$ cat src/rtl/cmos_pattern_gen.sv
// rtl/cmos_pattern_gen.sv - synthetic CMOS camera source with programmable timing and RGB565 test patterns
// Optional CMOS_PATGEN_FRAME_ID_EN adds frame_id and stamps it into the first pixel of each frame.
module cmos_pattern_gen #(
  parameter int H_ACTIVE    = 1280,
  parameter int V_ACTIVE    = 720,
  parameter int H_BLANK     = 256,
  parameter int VSYNC_LINES = 4,
  parameter int V_BACK      = 16,
  parameter int V_FRONT     = 4,
  parameter logic [15:0] SOLID_COLOR = 16'hF800
) (
  input  logic        cam_pclk,
  input  logic        rst,
  input  logic        enable,
  input  logic [1:0]  pattern_sel,
  output logic        cam_vsync,
  output logic        cam_href,
  output logic [15:0] cam_data,
  output logic        cam_data_valid,
  output logic        frame_done,
  output logic        busy
`ifdef CMOS_PATGEN_FRAME_ID_EN
  ,
  output logic [7:0]  frame_id
`endif
);

  localparam int BAR_W = H_ACTIVE / 8;
  localparam logic [11:0] HA      = 12'(H_ACTIVE);
  localparam logic [11:0] L_LAST  = 12'(H_ACTIVE + H_BLANK - 1);
  localparam logic [11:0] VS_LAST = 12'(VSYNC_LINES - 1);
  localparam logic [11:0] VB_LAST = 12'(V_BACK - 1);
  localparam logic [11:0] VA_LAST = 12'(V_ACTIVE - 1);
  localparam logic [11:0] VF_LAST = 12'(V_FRONT - 1);
  localparam logic [11:0] BW_LAST = 12'(BAR_W - 1);

  typedef enum logic [2:0] {IDLE, VSYNC, VBACK, ACTIVE, VFRONT} state_t;

  state_t      state, state_n;
  logic [11:0] h_cnt, h_n, v_cnt, v_n;
  logic [11:0] bar_px, bar_px_n;
  logic [3:0]  bar_idx, bar_idx_n;
  logic [15:0] pix_cnt, pix_cnt_n;
  logic [1:0]  pat_q, pat_n;
  logic        line_end, end_frame, pix_act, done_n;
  logic [15:0] data_n;

  function automatic logic [15:0] bar_color(input logic [3:0] idx);
    case (idx)
      4'd0:    bar_color = 16'hFFFF;
      4'd1:    bar_color = 16'hFFE0;
      4'd2:    bar_color = 16'h07FF;
      4'd3:    bar_color = 16'h07E0;
      4'd4:    bar_color = 16'hF81F;
      4'd5:    bar_color = 16'hF800;
      4'd6:    bar_color = 16'h001F;
      default: bar_color = 16'h0000;
    endcase
  endfunction

  // Counters describe the position of the cycle currently on the outputs;
  // the next position and its outputs are computed together and registered.
  always_comb begin
    state_n   = state;
    h_n       = h_cnt;
    v_n       = v_cnt;
    pat_n     = pat_q;
    end_frame = 1'b0;
    line_end  = (h_cnt == L_LAST);
    if (state == IDLE) begin
      if (enable) begin
        state_n = VSYNC;
        h_n     = '0;
        v_n     = '0;
        pat_n   = pattern_sel;
      end
    end else begin
      h_n = line_end ? 12'd0 : h_cnt + 12'd1;
      if (line_end) begin
        v_n = v_cnt + 12'd1;
        case (state)
          VSYNC: if (v_cnt == VS_LAST) begin
            v_n     = '0;
            state_n = (V_BACK == 0) ? ACTIVE : VBACK;
          end
          VBACK: if (v_cnt == VB_LAST) begin
            v_n     = '0;
            state_n = ACTIVE;
          end
          ACTIVE: if (v_cnt == VA_LAST) begin
            v_n = '0;
            if (V_FRONT == 0) end_frame = 1'b1;
            else              state_n   = VFRONT;
          end
          VFRONT: if (v_cnt == VF_LAST) end_frame = 1'b1;
          default: ;
        endcase
      end
      if (end_frame) begin
        v_n = '0;
        if (enable) begin
          state_n = VSYNC;
          pat_n   = pattern_sel;
        end else begin
          state_n = IDLE;
        end
      end
    end

    pix_act = (state_n == ACTIVE) && (h_n < HA);
    if (V_FRONT == 0)
      done_n = (state_n == ACTIVE) && (h_n == L_LAST) && (v_n == VA_LAST);
    else
      done_n = (state_n == VFRONT) && (h_n == L_LAST) && (v_n == VF_LAST);

    bar_px_n  = '0;
    bar_idx_n = '0;
    pix_cnt_n = pix_cnt;
    if (pix_act) begin
      if (h_n != 12'd0) begin
        if (bar_px == BW_LAST) begin
          bar_idx_n = bar_idx + 4'd1;
        end else begin
          bar_px_n  = bar_px + 12'd1;
          bar_idx_n = bar_idx;
        end
      end
      pix_cnt_n = (h_n == 12'd0 && v_n == 12'd0) ? 16'd0 : pix_cnt + 16'd1;
    end

    data_n = '0;
    if (pix_act) begin
      case (pat_n)
        2'd0:    data_n = (BAR_W == 0) ? 16'h0000 : bar_color(bar_idx_n);
        2'd1:    data_n = {h_n[4:0], h_n[5:0], h_n[4:0]};
        2'd2:    data_n = pix_cnt_n;
        default: data_n = SOLID_COLOR;
      endcase
`ifdef CMOS_PATGEN_FRAME_ID_EN
      if (h_n == 12'd0 && v_n == 12'd0) data_n = {8'hA5, frame_id};
`endif
    end
  end

  always_ff @(posedge cam_pclk) begin
    if (rst) begin
      state          <= IDLE;
      h_cnt          <= '0;
      v_cnt          <= '0;
      bar_px         <= '0;
      bar_idx        <= '0;
      pix_cnt        <= '0;
      pat_q          <= '0;
      cam_vsync      <= 1'b0;
      cam_href       <= 1'b0;
      cam_data       <= '0;
      cam_data_valid <= 1'b0;
      frame_done     <= 1'b0;
      busy           <= 1'b0;
    end else begin
      state          <= state_n;
      h_cnt          <= h_n;
      v_cnt          <= v_n;
      bar_px         <= bar_px_n;
      bar_idx        <= bar_idx_n;
      pix_cnt        <= pix_cnt_n;
      pat_q          <= pat_n;
      cam_vsync      <= (state_n == VSYNC);
      cam_href       <= pix_act;
      cam_data       <= data_n;
      cam_data_valid <= pix_act;
      frame_done     <= done_n;
      busy           <= (state_n != IDLE);
    end
  end

`ifdef CMOS_PATGEN_FRAME_ID_EN
  // frame_done is high on the last frame cycle, so the id steps as the frame closes.
  always_ff @(posedge cam_pclk) begin
    if (rst)             frame_id <= '0;
    else if (frame_done) frame_id <= frame_id + 8'd1;
  end
`endif

endmodule

$ cat config.mk
export PLATFORM = sky130hd
export DESIGN_NAME = cmos_pattern_gen
export DESIGN_NICKNAME = d
export VERILOG_FILES = /design/src/rtl/cmos_pattern_gen.sv
export SDC_FILE = /design/constraint.sdc
export NUM_CORES = 1
export LEC_CHECK = 0
export ABC_CLOCK_PERIOD_IN_PS = 5400
export BUFFER_PORTS_ARGS = -buffer_cell sky130_fd_sc_hd__buf_2
export CAP_MARGIN = 20
export CELL_PAD_IN_SITES_DETAIL_PLACEMENT = 1
export CELL_PAD_IN_SITES_GLOBAL_PLACEMENT = 2
export CORE_MARGIN = 2
export CORE_UTILIZATION = 40
export CTS_CLUSTER_SIZE = 25
export DETAILED_ROUTE_END_ITERATION = 6
export GPL_ROUTABILITY_DRIVEN = 0
export PLACE_DENSITY = 0.94
export SYNTH_ARGS = -nofsm -noshare
export SYNTH_HDL_FRONTEND = slang
export SYNTH_SLANG_ARGS = --single-unit
$ cat constraint.sdc
create_clock -name cam_pclk -period 5.4 [get_ports cam_pclk]
set_input_delay 0 -clock cam_pclk [delete_from_list [all_inputs] [get_ports cam_pclk]]
set_output_delay 0 -clock cam_pclk [all_outputs]
set_load 0.01 [all_outputs]
Yosys cells after proc, flatten, opt, wreduce, memory -nomap -nowiden
Cells that the tools add are included.
- add/subtract/negate cells: 5
- magnitude comparators: 1
- eq/ne operators: 22
- muxes and demuxes: 34
- bitwise logic cells: 2
- reductions and logical operators: 13
- operators by type and width (cell ; count):
    $mux W12 ; 10
    $pmux W16 S7 ; 1
    $pmux W16 S3 ; 1
    $add A12 B1 Y12 const B ; 3
    $pmux W12 S3 ; 1
    $mux W16 ; 2
    $eq A12 B11 Y1 const B ; 2
    $eq A12 B2 Y1 const B ; 2
    $logic_not A12 Y1 ; 2
    $mux W3 ; 7
    $add A16 B1 Y16 const B ; 1
    $eq A12 B10 Y1 const B ; 1
    $eq A12 B4 Y1 const B ; 1
    $eq A12 B8 Y1 const B ; 1
    $eq A4 B3 Y1 const B ; 3
    $lt A12 B11 Y1 const B ; 1
    $mux W4 ; 3
    $reduce_bool A12 Y1 ; 1
    $eq A3 B2 Y1 const B ; 3
    $pmux W3 S3 ; 1
    $eq A4 B2 Y1 const B ; 2
    $eq A3 B1 Y1 const B ; 2
    $eq A3 B3 Y1 const B ; 2
    $mux W2 ; 3
    13 further kinds ; 21
- bits in registers: 81
- bits of input ports: 5
- output and inout bits: 21
- word-level logic and storage cells: 89

Depth between registers and ports, before layout
Gate-level depths: netlist of run 1.
- depth after elaboration: 13
- depth in mapped cells: 12
- depth with buffers taken out: 9

Least setup slack after synthesis of run 1
Ideal clock, no wire load.
- path kind: reg2reg
- from: register h_cnt[0]
- to: register cam_data[10]
- setup time: 0.074 ns
- arrival: 2.987 ns
- data required time: 5.326 ns
- slack: 2.339 ns
- stages on the path, launching flop included: 11
- path buffers: 2
- period minus slack after synthesis: 3.061 ns
- cells stage by stage: dfxtp_1 ha_1 nand4_4 nor3_4 nand3_1 a22o_1 or4_4 buf_6 or4_4 buf_6 o22ai_2
- cells in the longest elaborated chain, start to end: 11
- elaborated cells between the ends (all ways): 40
- those cells by class: 1 x add/sub; 1 x order compare; 10 x eq/ne; 19 x mux; 1 x bitwise; 8 x reduce/logical
- RTL lines (what ; RTL line ; text):
    start: declaration ; 40 ; logic [11:0] h_cnt, h_n, v_cnt, v_n;
    start signal: assignment ; 162 ; h_cnt <= h_n;
    branches (longest 11 deep; another with $add A12 B1 Y12) ; n/a ;
    end signal: assignment ; 170 ; cam_data <= data_n;
    end: declaration ; 18 ; output logic [15:0] cam_data,
Parallel ways; which one is timed is not known. The select of a mux whose other input is x is not followed.
A chain may end at the register's enable or synchronous reset.

Worst setup path in the final report of run 1
- from: register h_cnt[0]
- to: register cam_data[15]
Same word-level chain as after synthesis.

==> results of run 1 <==
==> worst max-delay path, stage by stage, from the launching register on <==
cell      delay [ns]
dfxtp_1         0.44
ha_1            0.38
nand4_4         0.23
nor3_4          0.43
o311ai_1        0.25
o31ai_4         0.71
o21ai_2         0.16
a211o_4         0.40
o311ai_4        0.79
o21ai_0         0.23
==> power groups by stage <==
stage / logic [mW] / registers, mW / clock network [mW]
floorplan: 0.0741 / 0.617 / 0
global placement: 0.0996 / 0.618 / 0
detailed placement: 0.102 / 0.619 / 0
CTS: 0.104 / 0.606 / 0.599
global route: 0.116 / 0.606 / 0.624
finish: 0.106 / 0.606 / 0.586
==> metal layers <==
layer	vias to the layer above	share of wire, %
li1	2147	-
met5	-	0
met1	2226	47
met4	0	1.8
met2	81	48
met3	19	3.9
==> cells by family after synthesis <==
| logic type | share of synthesized area, % |
|---|---|
| AOI/OAI and AO/OA | 21.02 |
| muxes | 0.6569 |
| xor gates and xnor gates | 5.702 |
| adders and majority gates | 1.314 |
| and+or+nand+nor | 32.11 |
| DFF | 34.05 |
| buffers and inverters | 5.150 |
==> flip-flops by register name, summed over array words and instances (netlist names) <==
signal          flops
bar_px             12
cam_vsync           1
v_cnt              12
bar_idx             4
cam_data           16
pat_q               2
state               3
h_cnt              12
cam_data_valid      1
busy                1
pix_cnt            16
frame_done          1
==> stage by stage <==
step	total power [mW]	setup slack [ns]	area (µm²)
2_1_floorplan	0.6915	2.339	4762
3_3_place_gp	0.7180	1.454	4896
3_5_place_dp	0.7213	1.258	4896
4_1_cts	1.309	1.190	5197
5_1_grt	1.346	0.8797	5205
6_report	1.298	1.205	5205
==> layout make-up <==
| class | instances | area, µm² | area share (%) |
|---|---|---|---|
| Clock buffer | 11 | 242.7 | 4.663 |
| Timing Repair Buffer | 32 | 182.7 | 3.510 |
| Tap cell | 143 | 178.9 | 3.438 |
| Multi-Input combinational cell | 452 | 2895 | 55.63 |
| Inverter | 12 | 45.04 | 0.8654 |
| Sequential cell | 81 | 1622 | 31.15 |
| Clock inverter | 5 | 38.79 | 0.7452 |
==> synthesized netlist by cell type, drive strengths merged, types with 2 or more instances <==
cell type | number | share of area, %
nor2 | 85 | 6.8
dfxtp | 81 | 34
nand2 | 35 | 2.8
nand3 | 32 | 3.5
o21ai | 32 | 3.4
a21oi | 29 | 3.0
nand4 | 23 | 3.3
clkbuf | 20 | 1.6
nor3 | 20 | 2.6
buf | 19 | 2.6
xor2 | 17 | 3.1
nor4 | 14 | 2.3
o22ai | 14 | 3.2
xnor2 | 14 | 2.6
and3 | 13 | 1.7
a31oi | 12 | 1.6
inv | 12 | 0.95
o31ai | 11 | 2.6
and4 | 9 | 1.7
and2 | 8 | 1.1
nand2b | 7 | 0.92
or4 | 7 | 1.3
nor2b | 6 | 0.79
ha | 5 | 1.3
or3 | 5 | 0.66
a22oi | 4 | 0.63
a211o | 3 | 0.74
a41oi | 3 | 0.55
nand3b | 3 | 0.47
o22a | 3 | 0.55
or2 | 3 | 0.39
a211oi | 2 | 0.32
a311oi | 2 | 0.37
a31o | 2 | 0.37
mux2i | 2 | 0.42
nor3b | 2 | 0.32
o21bai | 2 | 0.32
o2bb2ai | 2 | 0.37
o311ai | 2 | 0.74
o31a | 2 | 0.37
==> path summary, 6_finish.rpt <==
| kind | start | to | slack [ns] |
|---|---|---|---|
| worst max-delay path | h_cnt[0] | cam_data[15] | 1.20 |
| worst min-delay path | rst | h_cnt[1] | 0.15 |
| worst max register to register | h_cnt[0] | cam_data[15] | 1.20 |
| worst min register to register | bar_px[0] | bar_px[0] | 0.48 |
==> impl_metrics.toml, run 1 <==
[global_routing]
use_met1_pct = 30.25
grt_antenna_before_repair = 0
grtUsageTotal_pct = 22.90
grt_overflow = 0
first_global_vias = 4500
use_met3_pct = 5.249
grt_max_degree = 30
grt_pass1_wl_um = 23470
grt_busiest_layer = "met2"
met2_usage_pct = 37.80

[logic_synthesis]
async_reset_ff_share_pct = 0
synth_area_per_cell_um2 = 8.154
netlist-cell-type-count = 74
synth_edf_count = 0
synth_seq_cells = 81
yosysSeqAreaShare_pct = 34.05
yosysWarnings = 0
synthesis.area_um2 = 4762
syn_inst = 584
synth_flop_cell = "dfxtp_1"
synthesis.nets = 594

[timing]
tns_ns = 0
max_freq_mhz = 238.4
max_slew.worst_pin.slew_ns = 1.043
setup_violations = 0
slew_headroom_pct = 30.11
min_period_ns = 4.195
clock_skew_ns = 0.009660
grt_setup_unrepaired = "no"
final-hold-violation-count = 0
holdWs_ns = 0.1500
drv_slew = 0
finalCritPeriodShare_pct = 77.69

[final_layout]
mostFrequentLayoutCells = "nor2_1, dfxtp_1, nand2_1"
drive_above_1_share_pct = 13.32
mostFrequentLayoutCell = "nor2_1"
final_cells = 736
final_core_utilization_pct = 45.20
antenna_cells = 0
nNetsFinal = 598
nFillCells = 1401
syn2layout_area_growth_pct = 9.301

[hold_path]
min_path_type = "in -> reg"
hold_depth = 2

[floorplanning]
die_x_um = 113.1
initial_core_util_pct = 41.35
die_y_um = 113.1
io_pins = 26
die_area_um2 = 12790
fp-row-count = 39
coreArea_um2 = 11520

[clocking]
postCtsSetupBuffers = 0
post_cts_resized = 0
cts.reportedPaths.clkPinSlew_ns = 0.07
cts_buffers = 9
hold_buffers = 2
insertion_delay_ns = 0.35
cts_tree = "built"
cts_max_level = 3
clockRootBuffer = "clkbuf_16"
cts.sinks = 81
cts_buffer_depth = 2

[worst_setup_path]
crit_type = "reg -> reg"
reg2reg_depth = 9
worst_setup_path_start_kind = "flip-flop"
worstPathMaxFanout = 18
cp.required_ns = 5.58
crit_arrival_ns = 4.38
cp-end-kind = "flip-flop"

[detailed_routing]
vias = 4473
vias_per_cell = 6.077
drc = 2
finalWirelength_um = 14200
ant_nets = 0
wl_per_cell_um = 19.29
dr.pass1.iters = 6
drt_iter0_drc = 259

[power_and_ir_drop]
power.clock.fraction_pct = 45.2
p_comb_share_pct = 8.2
power.switching_uw = 339.2
swShare_pct = 26.14
p_int_uw = 958.5
ir_worst_vdd_v = 0.0001653
power_density_nw_per_um2 = 249.3
p_seq_share_pct = 46.7
p_leak_nw = 1.791

[placement]
dp_hpwl_um = 10210
dp_cells = 717
numPortBuffers = 25

[run]
maxCapViolCount = 0

[outcome]
violations = "DRC"
status = "finished, violations left"
(Power assumes the default switching activity.)
==> run 2: changes to the inputs <==
==> config.mk (replaced) <==
export PLATFORM = sky130hd
export DESIGN_NAME = cmos_pattern_gen
export DESIGN_NICKNAME = d
export VERILOG_FILES = /design/src/rtl/cmos_pattern_gen.sv
export SDC_FILE = /design/constraint.sdc
export NUM_CORES = 1
export LEC_CHECK = 0
export ABC_CLOCK_PERIOD_IN_PS = 3900
export BUFFER_PORTS_ARGS = -buffer_cell sky130_fd_sc_hd__buf_2
export CAP_MARGIN = 20
export CELL_PAD_IN_SITES_DETAIL_PLACEMENT = 1
export CELL_PAD_IN_SITES_GLOBAL_PLACEMENT = 2
export CORE_MARGIN = 2
export CORE_UTILIZATION = 37
export CTS_CLUSTER_SIZE = 25
export DETAILED_ROUTE_END_ITERATION = 6
export GPL_ROUTABILITY_DRIVEN = 0
export PLACE_DENSITY = 0.88
export SYNTH_ARGS = -nofsm -noshare
export SYNTH_HDL_FRONTEND = slang
export SYNTH_SLANG_ARGS = --single-unit
==> constraint.sdc (replaced) <==
create_clock -name cam_pclk -period 3.9 [get_ports cam_pclk]
set_input_delay 0 -clock cam_pclk [delete_from_list [all_inputs] [get_ports cam_pclk]]
set_output_delay 0 -clock cam_pclk [all_outputs]
set_load 0.01 [all_outputs]
==> run 2 against run 1 <==
The flow now finishes without violations. Critical path type unchanged. Maximum frequency up 17%. Power is 43% higher. First-iteration DRC count is 0.39% higher. Combinational power is 46% higher. Die area rose by 7.8%. Register-to-register slack worse by 0.89 ns. Flip-flop and latch count is the same. Critical path depth increased by 1. Global-route usage down 1.7 points. Critical endpoint unchanged. Hold slack improved by 0.017 ns. Sequential share of layout area is 0.75 points lower. Highest routed layer unchanged.
==> impl_metrics.toml, run 2 (synthesis gave the netlist of run 1 again) <==
[clocking]
postCtsSetupBuffers = 0
cts_max_level = 3
clockRootBuffer = "clkbuf_16"
hold_buffers = 2
cts_buffer_depth = 2
cts.reportedPaths.clkPinSlew_ns = 0.07
cts_tree = "built"
cts_buffers = 9
insertion_delay_ns = 0.35
cts.sinks = 81
post_cts_resized = 0

[floorplanning]
die_x_um = 117.5
coreArea_um2 = 12570
die_y_um = 117.5
die_area_um2 = 13790
fp-row-count = 41
io_pins = 26
initial_core_util_pct = 37.89

[timing]
drv_slew = 0
max_slew.worst_pin.slew_ns = 0.7685
min_period_ns = 3.580
setup_violations = 0
clock_skew_ns = 0.007813
grt_setup_unrepaired = "no"
setup_ws_ns = 0.3196
max_freq_mhz = 279.3
tns_ns = 0
finalCritPeriodShare_pct = 91.81
final-hold-violation-count = 0
slew_headroom_pct = 48.23

[worst_setup_path]
slowest_delay_ns = 0.57
cp_num_buf_inv = 1
worstPathCellList = "ha_1 -> and4_1 -> nand3_2 -> nor3b_1 -> mux2i_1 -> or4_4 -> nor3_4 -> o311ai_4 -> buf_4 -> o21ai_0"
path_delay_family = "simple AND/OR/NAND/NOR gates"
cp-end-kind = "flip-flop"
cp_slowest_cell = "or4_4"
worst_setup_path_start_kind = "flip-flop"
crit_arrival_ns = 3.85
worstPathMaxFanout = 16
cp.required_ns = 4.17
crit_type = "reg -> reg"

[power_and_ir_drop]
p_leak_nw = 1.852
ir_worst_vdd_v = 0.0002950
power_density_nw_per_um2 = 347.1
p_total_mw = 1.851

[final_layout]
nFillCells = 1521
syn2layout_area_growth_pct = 11.98
final_core_utilization_pct = 42.43
antenna_cells = 0
drive_above_1_share_pct = 14.93
nNetsFinal = 608
finalInstanceArea_um2 = 5333
top_regs = "cam_data (16), pix_cnt (16)"
mostFrequentLayoutCells = "nor2_1, dfxtp_1, nand2_1"
mostFrequentLayoutCell = "nor2_1"

[hold_path]
min_path_type = "in -> reg"

[detailed_routing]
ant_nets = 0
drc = 0
finalWirelength_um = 14390
vias_per_cell = 5.764
dr.pass1.iters = 4
wl_per_cell_um = 18.57
drt_iter0_drc = 260
vias = 4467

[outcome]
status = "finished clean"

[placement]
place_area_um2 = 5015
numPortBuffers = 25
dp_hpwl_um = 10310
place_ws_ns = 0.4007

[global_routing]
grt_overflow = 0
met2_usage_pct = 36.51
grt_max_degree = 30
use_met1_pct = 26.62
first_global_vias = 4532
grt_busiest_layer = "met2"
use_met3_pct = 4.118
grt_pass1_wl_um = 23570
grt_antenna_before_repair = 0
grtUsageTotal_pct = 21.21

[run]
maxCapViolCount = 0
## run 2: cell count changes in the layout (fill, tap and decap cells not counted)
cell / before / now
buf_4: 5 / 15
clkbuf_1: 1 / 0
clkinvlp_4: 1 / 0
inv_6: 1 / 3
clkinv_4: 2 / 0
clkbuf_8: 1 / 3
## run 2: per-stage QoR
| step | std cells | hold WS (ns) |
|---|---|---|
| after global placement | 757 | 0.2980 |
| after floorplan | 584 | 0.1360 |
| final | 775 | 0.1674 |
| after detailed placement | 757 | 0.3014 |
| after CTS | 775 | 0.1299 |
| after global routing | 775 | 0.1846 |
## run 2: power by group
group | internal (mW) | leakage (nW) | switching, mW
clock network | 0.490 | 0.150 | 0.368
registers | 0.832 | 0.653 | 0.00605
logic | 0.0487 | 1.05 | 0.106
## run 2: area by class of cell
| cell class | count | area [µm²] | area share [%] |
|---|---|---|---|
| Tap cell | 172 | 215.2 | 4.036 |
| Clock buffer | 12 | 266.5 | 4.998 |
| Timing Repair Buffer | 42 | 257.7 | 4.833 |
| Clock inverter | 4 | 31.28 | 0.5866 |
| Inverter | 12 | 45.04 | 0.8447 |
| Multi-Input combinational cell | 452 | 2895 | 54.29 |
| Sequential cell | 81 | 1622 | 30.41 |
## run 2: path summary, 6_finish.rpt
path	start	end	slack (ns)	cells after the start
worst max-delay path	h_cnt[0]	cam_data[15]	0.32	10
worst min-delay path	enable	pat_q[1]	0.17	4
worst max register to register	h_cnt[0]	cam_data[15]	0.32	10
worst min register to register	bar_px[0]	bar_px[0]	0.46	1
## run 2: per-layer routing
| layer | vias up | part of all wire [%] |
|---|---|---|
| li1 | 2174 | - |
| met1 | 2213 | 46 |
| met2 | 58 | 49 |
| met3 | 22 | 3.1 |
| met4 | 0 | 1.7 |
| met5 | - | 0 |
## run 2: worst reg2reg max path, delay by kind of cell (launching register included)
family          cells  cell delay [ns]
compound gates      2             0.34
fa+ha+maj           1             0.35
buf+inv             1             0.24
flops               1             0.44
mux                 1             0.22
simple gates        5             1.91
==> run 3: changes to the inputs <==
--- a/config.mk
+++ b/config.mk
@@ -10,12 +10,14 @@
 export CAP_MARGIN = 20
 export CELL_PAD_IN_SITES_DETAIL_PLACEMENT = 1
 export CELL_PAD_IN_SITES_GLOBAL_PLACEMENT = 2
+export CORE_ASPECT_RATIO = 0.5
 export CORE_MARGIN = 2
 export CORE_UTILIZATION = 37
 export CTS_CLUSTER_SIZE = 25
 export DETAILED_ROUTE_END_ITERATION = 6
 export GPL_ROUTABILITY_DRIVEN = 0
 export PLACE_DENSITY = 0.88
+export REMOVE_ABC_BUFFERS = 1
 export SYNTH_ARGS = -nofsm -noshare
 export SYNTH_HDL_FRONTEND = slang
 export SYNTH_SLANG_ARGS = --single-unit
==> run 3 against run 2 <==
Clock power grew 2%. Final area about the same. Cell count shrank 0.39%. Maximum frequency down 0.44%. Clock-buffer cell count decreased by 3. Hold slack lost 0.018 ns. Sequential power about the same. Die area up 0.40%. Critical path type unchanged. Critical endpoint is now cam_data[11]. Highest routed layer unchanged.
==> impl_metrics.toml, run 3 (synthesis gave the netlist of run 1 again) <==
[timing]
holdWs_ns = 0.1494
setup_ws_ns = 0.3039
min_period_ns = 3.596
finalCritPeriodShare_pct = 92.21
max_slew.worst_pin.slew_ns = 1.015
clock_skew_ns = 0.01395
final-hold-violation-count = 0
max_freq_mhz = 278.1
setup_violations = 0
drv_slew = 0
slew_headroom_pct = 31.81
grt_setup_unrepaired = "no"

[worst_setup_path]
cp.required_ns = 4.13
crit_arrival_ns = 3.83
worstPathMaxFanout = 16
cp-end-kind = "flip-flop"
worst_setup_path_start_kind = "flip-flop"
crit_type = "reg -> reg"

[floorplanning]
die_area_um2 = 13850
io_pins = 26
die_x_um = 164.4
coreArea_um2 = 12630
fp-row-count = 29
die_y_um = 84.22
initial_core_util_pct = 37.71

[hold_path]
min_path_type = "in -> reg"

[clocking]
insertion_delay_ns = 0.35
cts_buffer_depth = 2
cts_buffers = 9
cts_max_level = 3
cts.sinks = 81
cts_tree = "built"
postCtsSetupBuffers = 0
clockRootBuffer = "clkbuf_16"
cts.reportedPaths.clkPinSlew_ns = 0.07

[power_and_ir_drop]
p_leak_nw = 1.850
power_density_nw_per_um2 = 349.1
ir_worst_vdd_v = 0.0001845
p_total_mw = 1.864

[global_routing]
grt_pass1_wl_um = 23320
first_global_vias = 4403
grt_max_degree = 30
grtUsageTotal_pct = 21.31
grt_antenna_before_repair = 0
grt_overflow = 0

[detailed_routing]
ant_nets = 0
vias = 4473
vias_per_cell = 5.794
drc = 0
finalWirelength_um = 14170
dr.pass1.iters = 4
wl_per_cell_um = 18.36
drt_iter0_drc = 331

[final_layout]
nFillCells = 1539
nNetsFinal = 607
syn2layout_area_growth_pct = 12.09
antenna_cells = 0
drive_above_1_share_pct = 14.95
mostFrequentLayoutCell = "nor2_1"
mostFrequentLayoutCells = "nor2_1, dfxtp_1, nand2_1"
top_regs = "cam_data (16), pix_cnt (16)"

[placement]
numPortBuffers = 25
dp_hpwl_um = 10350
place_ws_ns = 0.3618

[run]
maxCapViolCount = 0

[outcome]
status = "finished clean"
[run 3: changes by cell type in the layout (fill, tap and decap cells not counted)]
cell,delta
inv_6,-1
clkbuf_8,-3
clkinv_2,-1
buf_4,-1
nor4_1,-1
clkinv_8,+2
inv_8,+2
clkinv_4,+1
nor4_2,+1
[run 3: routing by layer]
metal / vias up / global-route usage [%] / wire [µm]
li1: 2172 / - / -
met1: 2231 / 29.28 / 7191
met2: 52 / 34.42 / 6508
met3: 18 / 4.348 / 297
met4: 0 / 5.138 / 176
met5: - / 0 / 0
[run 3: cell type report]
class	count	area, µm²	share of cell area [%]
repair buffers	41	250.2	4.688
clock buffers	9	225.2	4.219
multi-input cells	452	2902	54.36
flip-flops and latches	81	1622	30.38
well taps	170	212.7	3.985
clock inverters	7	81.33	1.524
inverters	12	45.04	0.8439
[run 3: path summary, 6_finish.rpt]
kind,startpoint,end,slack (ns),depth (start not counted)
worst min register to register,bar_px[0],bar_px[0],0.47,1
worst min-delay path,enable,pat_q[1],0.15,4
worst max-delay path,h_cnt[0],cam_data[11],0.30,10
worst max register to register,h_cnt[0],cam_data[11],0.30,10
[run 3: timing repair]
action                    CTS  global route
hold buffers                2             0
hold endpoints to repair    2             0
gates resized for setup     0             0
[run 3: critical path, stage by stage (launching register included)]
cell	delay, ns
dfxtp_1	0.43
ha_1	0.35
and4_1	0.50
a31oi_1	0.32
a211o_1	0.34
o21ai_0	0.24
nand3_1	0.18
a211o_4	0.41
o311ai_4	0.28
buf_4	0.29
o21ai_0	0.13
[run 3: metrics by stage]
stage          setup TNS [ns]  area [µm²]  utilization [%]  cells
5_1_grt                     0        5338            42.27    772
4_1_cts                     0        5338            42.27    772
6_report                    0        5338            42.27    772
2_1_floorplan         -0.3951        4562                -    545
3_5_place_dp                0        5011            39.68    754
3_3_place_gp                0        5011            39.68    754
[run 3: where the power goes]
| part | leakage (nW) | switching (mW) | internal [mW] | total, mW |
|---|---|---|---|---|
| registers | 0.653 | 0.00625 | 0.832 | 0.838 |
| logic | 1.05 | 0.107 | 0.0475 | 0.155 |
| clock network | 0.150 | 0.414 | 0.457 | 0.871 |
| total | 1.85 | 0.527 | 1.34 | 1.86 |
